--- config.mk ---
export PLATFORM = sky130hd
export DESIGN_NAME = rvh_tlb_flush_sequencer
export DESIGN_NICKNAME = d
export VERILOG_FILES = /design/src/rtl/rvh_tlb_flush_sequencer.sv
export SDC_FILE = /design/constraint.sdc
export NUM_CORES = 1
export LEC_CHECK = 0
export ABC_CLOCK_PERIOD_IN_PS = 1950
export CAP_MARGIN = 30
export CORE_ASPECT_RATIO = 0.8
export CORE_MARGIN = 2
export CORE_UTILIZATION = 39
export CTS_CLUSTER_DIAMETER = 150
export DETAILED_ROUTE_END_ITERATION = 16
export GPL_TIMING_DRIVEN = 0
export PLACE_DENSITY = 0.77
export SLEW_MARGIN = 5
export SYNTH_ARGS = -nofsm -noshare
export SYNTH_HDL_FRONTEND = slang
export SYNTH_SLANG_ARGS = --single-unit
--- constraint.sdc ---
create_clock -name clk -period 1.95 [get_ports clk]
set_input_delay 0.39 -clock clk [delete_from_list [all_inputs] [get_ports clk]]
set_output_delay 0.39 -clock clk [all_outputs]
set_load 0.05 [all_outputs]
--- src/rtl/rvh_tlb_flush_sequencer.sv ---
// rtl/rvh_tlb_flush_sequencer.sv - serialises DTLB/ITLB flush requests onto the shared MMU flush port
// Round-robin between requesters, merges identical requests, drains page walks before each flush.
module rvh_tlb_flush_sequencer #(
  parameter int VPN_WIDTH  = 27,
  parameter int ASID_WIDTH = 16,
  parameter int DRAIN_MAX  = 64
) (
  input  logic                  clk,
  input  logic                  rstn,
  input  logic                  dtlb_flush_vld_i,
  input  logic                  dtlb_flush_use_asid_i,
  input  logic                  dtlb_flush_use_vpn_i,
  input  logic [VPN_WIDTH-1:0]  dtlb_flush_vpn_i,
  input  logic [ASID_WIDTH-1:0] dtlb_flush_asid_i,
  output logic                  dtlb_flush_grant_o,
  input  logic                  itlb_flush_vld_i,
  input  logic                  itlb_flush_use_asid_i,
  input  logic                  itlb_flush_use_vpn_i,
  input  logic [VPN_WIDTH-1:0]  itlb_flush_vpn_i,
  input  logic [ASID_WIDTH-1:0] itlb_flush_asid_i,
  output logic                  itlb_flush_grant_o,
  input  logic                  ptw_busy_i,
  output logic                  miss_req_block_o,
  output logic                  mmu_flush_vld_o,
  output logic                  mmu_flush_use_asid_o,
  output logic                  mmu_flush_use_vpn_o,
  output logic [VPN_WIDTH-1:0]  mmu_flush_vpn_o,
  output logic [ASID_WIDTH-1:0] mmu_flush_asid_o,
  input  logic                  mmu_flush_grant_i,
  output logic                  drain_timeout_o
);

  localparam int CNT_W = $clog2(DRAIN_MAX + 1);
  localparam logic [CNT_W-1:0] CNT_MAX  = CNT_W'(DRAIN_MAX);
  localparam logic [CNT_W-1:0] CNT_LAST = CNT_W'(DRAIN_MAX - 1);

  typedef enum logic [1:0] {
    S_IDLE,
    S_DRAIN,
    S_FLUSH,
    S_GRANT
  } state_t;

  state_t           state;
  logic             rr_ptr;      // 0: DTLB wins the next contention, 1: ITLB
  logic [1:0]       mask;        // {itlb, dtlb}: just granted, ignore a late-dropping vld
  logic             win_d;
  logic             win_i;
  logic [CNT_W-1:0] drain_cnt;

  logic elig_d;
  logic elig_i;
  logic same_req;
  logic pick_d;
  logic pick_i;

  always_comb begin
    elig_d   = dtlb_flush_vld_i & ~mask[0];
    elig_i   = itlb_flush_vld_i & ~mask[1];
    same_req = (dtlb_flush_use_asid_i == itlb_flush_use_asid_i) &&
               (dtlb_flush_use_vpn_i  == itlb_flush_use_vpn_i)  &&
               (dtlb_flush_vpn_i      == itlb_flush_vpn_i)      &&
               (dtlb_flush_asid_i     == itlb_flush_asid_i);
    pick_d   = elig_d & (~elig_i | same_req | ~rr_ptr);
    pick_i   = elig_i & (~elig_d | same_req |  rr_ptr);
  end

  always_ff @(posedge clk or posedge rstn) begin
    if (rstn) begin
      state                <= S_IDLE;
      rr_ptr               <= 1'b0;
      mask                 <= 2'b00;
      win_d                <= 1'b0;
      win_i                <= 1'b0;
      drain_cnt            <= '0;
      miss_req_block_o     <= 1'b0;
      mmu_flush_vld_o      <= 1'b0;
      mmu_flush_use_asid_o <= 1'b0;
      mmu_flush_use_vpn_o  <= 1'b0;
      mmu_flush_vpn_o      <= '0;
      mmu_flush_asid_o     <= '0;
      dtlb_flush_grant_o   <= 1'b0;
      itlb_flush_grant_o   <= 1'b0;
      drain_timeout_o      <= 1'b0;
    end else begin
      case (state)
        S_IDLE: begin
          mask <= 2'b00;
          if (pick_d | pick_i) begin
            mmu_flush_use_asid_o <= pick_d ? dtlb_flush_use_asid_i : itlb_flush_use_asid_i;
            mmu_flush_use_vpn_o  <= pick_d ? dtlb_flush_use_vpn_i  : itlb_flush_use_vpn_i;
            mmu_flush_vpn_o      <= pick_d ? dtlb_flush_vpn_i      : itlb_flush_vpn_i;
            mmu_flush_asid_o     <= pick_d ? dtlb_flush_asid_i     : itlb_flush_asid_i;
            win_d                <= pick_d;
            win_i                <= pick_i;
            if (elig_d & elig_i & ~same_req) begin
              rr_ptr <= ~rr_ptr;
            end
            miss_req_block_o <= 1'b1;
            state            <= S_DRAIN;
          end
        end
        S_DRAIN: begin
          if (drain_cnt != CNT_MAX) begin
            drain_cnt <= drain_cnt + 1'b1;
          end
          // The count reaching DRAIN_MAX only flags the stall; the walk is still awaited.
          if (drain_cnt >= CNT_LAST) begin
            drain_timeout_o <= 1'b1;
          end
          if (!ptw_busy_i) begin
            mmu_flush_vld_o <= 1'b1;
            state           <= S_FLUSH;
          end
        end
        S_FLUSH: begin
          if (mmu_flush_grant_i) begin
            mmu_flush_vld_o    <= 1'b0;
            miss_req_block_o   <= 1'b0;
            dtlb_flush_grant_o <= win_d;
            itlb_flush_grant_o <= win_i;
            state              <= S_GRANT;
          end
        end
        S_GRANT: begin
          dtlb_flush_grant_o <= 1'b0;
          itlb_flush_grant_o <= 1'b0;
          mask               <= {win_i, win_d};
          drain_cnt          <= '0;
          state              <= S_IDLE;
        end
        default: state <= S_IDLE;
      endcase
    end
  end

endmodule

==> run_results.csv <==
group,metric,value,unit
critical_path,cp.arrival,2.40,ns
critical_path,critPathKind,"in2reg",
clock_tree,cts_num_sinks,64,
synth,synth_top_area_frac,0.458,
critical_path,cpMaxStageDelayCell,"o311ai_4",
timing,hold_viol,0,
job,maxCapViolations,0,
die,die_w,110,um
timing,max_freq,0.459,GHz
power,leakagePower,2.51,nW
critical_path,r2r_cells,7,
timing,clock_skew,0.00672,ns
min_path,hp-class,"in2reg",
synth,synth.distinct_cells,32,
timing,rsz0062_at_grt,"yes",
final_layout,nets,594,
critical_path,max_stage_delay,0.33,ns
synth,async_flop_share,1.00,
placed_design,place_congestion,0.761,
synth,synth_common_cells,"dfrtp_1, xor2_1, a221o_1, and2_1, nand2_1",
critical_path,crit_chain,"clkdlybuf4s15_1 > xor2_2 > nor4_2 > nand4_2 > o311ai_4 > buf_4 > buf_6 > a21oi_4 > buf_6 > a221o_1",
timing,fin_crit_sh,1.12,
synth,synth_nets,421,
placed_design,placed_area,0.00511,mm2
die,start_util,0.407,
critical_path,cp.required,2.17,ns
clock_tree,h-tree-depth,3,
critical_path,endpoint_kind,"flip-flop",
min_path,hold_depth,2,
critical_path,cp_common_cell,"buf_6",
global_route,globalRouteMet1Util,0.314,
route,routedWlPerCell,18.7,um
die,core_area,0.00860,mm2
synth,synthTopCellsByArea,"dfrtp_1, a221o_1, xor2_1",
global_route,use_met3,0.0449,
power,peakVddDrop,0.864,mV
synth,synth_ff_type,"dfrtp_1",
critical_path,crit_path_start_kind,"input pin",
global_route,track_usage,0.238,
power,cellPowerDensity,1570,mW/mm2
synth,syn_area,0.00350,mm2
final_layout,fin_area,0.00562,mm2
timing,slew_viol_final,0,
clock_tree,cts_hold_buf,0,
global_route,grt_overflow_total,0,
route,route.vias.total,3221,
final_layout,drive_above_1_share,0.256,
timing,worst_slack,-0.230,ns
clock_tree,clockBufferDepth,2,
die,io_pins,146,
final_layout,multi_input_area,0.00206,mm2
route,avgViaCountPerCell,5.30,
clock_tree,numCtsBuffers,9,
placed_design,port_buffers,145,
global_route,grt_pass1_wl,17.3,mm
synth,synth_most_common_cell,"dfrtp_1",
global_route,busiest_layer,"met2",
global_route,grt_max_degree,39,
final_layout,fill_cells,721,
run_status,violations,"negative setup slack",
synth,syn_area_per_cell,11.0,um2
placed_design,hpwl,8.26,mm
timing,min_period,2.18,ns
synth,synth_seq_area_share,0.458,
synth,synth_top_area_cell,"dfrtp_1",
die,die_y,88.7,um
synth,synth_edf_count,0,
final_layout,syn2layout_area_growth,60.6,%
synth,synth_cells,319,
route,drc_errors,0,
die,row_count,30,
global_route,grt_pass1_vias,3306,
route,detail-route-antenna-nets,0,
timing,maxSlewHeadroom,0.580,
clock_tree,cts_tree,"built",
synth,yosysWarnings,0,
clock_tree,clock-root-buffer,"clkbuf_8",
final_layout,final-seq-area,0.00160,mm2
timing,setup_viol,48,
run_status,status,"finished with violations",
global_route,grtUsageMet2,0.399,
route,drt_iter0_drc,166,
clock_tree,insertion_delay,0.34,ns
route,drt_wl_total,11.4,mm
timing,max_slew.worst_pin.slew,0.629,ns
route,dr.pass1.iters,4,
die,dieArea,0.00975,mm2
final_layout,diodes,0,
clock_tree,clk_pin_slew,0.07,ns
synth,yosys_register_bits,64,
critical_path,worstPathMaxFanout,5,
global_route,antenna_found_initial,0,
power,finalPower,8.84,mW
## timing repair
action,CTS,global route
resized for setup,247,61
setup buffers,10,2
endpoints found under the setup margin,49,60
gates cloned,5,0
pin swaps,49,20
## kinds of logic after synthesis
family	count (synthesis)	share of synthesized area
AND/OR/NAND/NOR	103	0.164
AO/OA/AOI/OAI	74	0.180
flip-flops	64	0.458
XOR/XNOR	49	0.123
buffers and inverters	23	0.0540
adder cells (fa/ha/maj)	6	0.0215
## area by class of cell
cell class              instances  area share
repair buffers                162       0.260
multi-input cells             233       0.367
clock inverters                 5     0.00445
plain buffers                  15      0.0307
clock buffers                  10      0.0227
flip-flops and latches         64       0.285
well taps                     112      0.0249
inverters                       7     0.00534
## final timing paths
kind / end / from / slack, ns
worst max-delay path: mmu_flush_vpn_o[10] / itlb_flush_asid_i[4] / -0.23
worst max register to register: mmu_flush_asid_o[14] / state[0] / -0.04
max in group asynchronous: mmu_flush_asid_o[5] / rstn / 0.88
worst min register to register: drain_timeout_o / drain_timeout_o / 0.49
worst min-delay path: mmu_flush_vpn_o[8] / itlb_flush_vpn_i[8] / 0.29
min in group asynchronous: mmu_flush_vld_o / rstn / 0.48
## layer usage
layer,up-vias,part of all wire
li1,1493,-
met1,1577,0.42
met2,136,0.48
met3,15,0.088
met4,0,0.015
met5,-,0
## power by group
group          switching [mW]  internal, mW
Combinational            3.32          2.28
Clock                   0.500         0.443
Sequential              0.366          1.93
Total                    4.19          4.65
## sequential cells by signal (all words and copies together) (netlist names)
signal,count
mmu_flush_asid_o,16
rr_ptr,1
drain_timeout_o,1
miss_req_block_o,1
dtlb_flush_grant_o,1
mmu_flush_vpn_o,27
win_i,1
mmu_flush_use_asid_o,1
itlb_flush_grant_o,1
win_d,1
mmu_flush_use_vpn_o,1
mask,2
state,2
mmu_flush_vld_o,1
drain_cnt,7
## metrics by stage
step,worst slack (ns),hold WS [ns],instances,util,TNS [ns]
after global placement,-1.24,0.467,576,0.593,-57.31
after CTS,-0.183,0.279,607,0.642,-6.41
final,-0.230,0.287,608,0.654,-8.87
after floorplan,-0.0577,0.446,319,-,-2.31
after detailed placement,-1.24,0.469,577,0.595,-57.28
after global routing,-0.282,0.289,608,0.654,-11.74
## worst max-delay path, delay by kind of cell
| family | cells | cell delay (ns) |
|---|---|---|
| AND/OR/NAND/NOR | 2 | 0.44 |
| buffers and inverters | 4 | 0.65 |
| XOR/XNOR | 1 | 0.21 |
| AO/OA/AOI/OAI | 3 | 0.70 |
## cells in the final DEF, fill, tap and decap left out, types with 3 or more instances in the layout
master / Yosys / layout
a21oi_1: 6 / 6
a221o_1: 45 / 45
a22o_1: 3 / 3
and2_1: 45 / 45
buf_12: 4 / 6
buf_2: 0 / 19
buf_4: 0 / 10
buf_6: 5 / 15
clkbuf_1: 7 / 5
clkbuf_2: 0 / 13
clkbuf_8: 0 / 9
clkdlybuf4s15_1: 0 / 22
clkdlybuf4s15_2: 0 / 4
clkdlybuf4s50_1: 0 / 47
clkinv_2: 0 / 5
dfrtp_1: 64 / 64
dlygate4sd2_1: 0 / 27
dlymetal6s2s_1: 0 / 8
ha_1: 6 / 5
inv_1: 7 / 6
nand2_1: 20 / 20
nand4_1: 4 / 4
nor2_1: 10 / 10
nor4_2: 0 / 7
o21ai_0: 13 / 13
xor2_1: 47 / 23
xor2_2: 0 / 21
xor2_4: 0 / 3
Power figures use the tool's default switching activity.
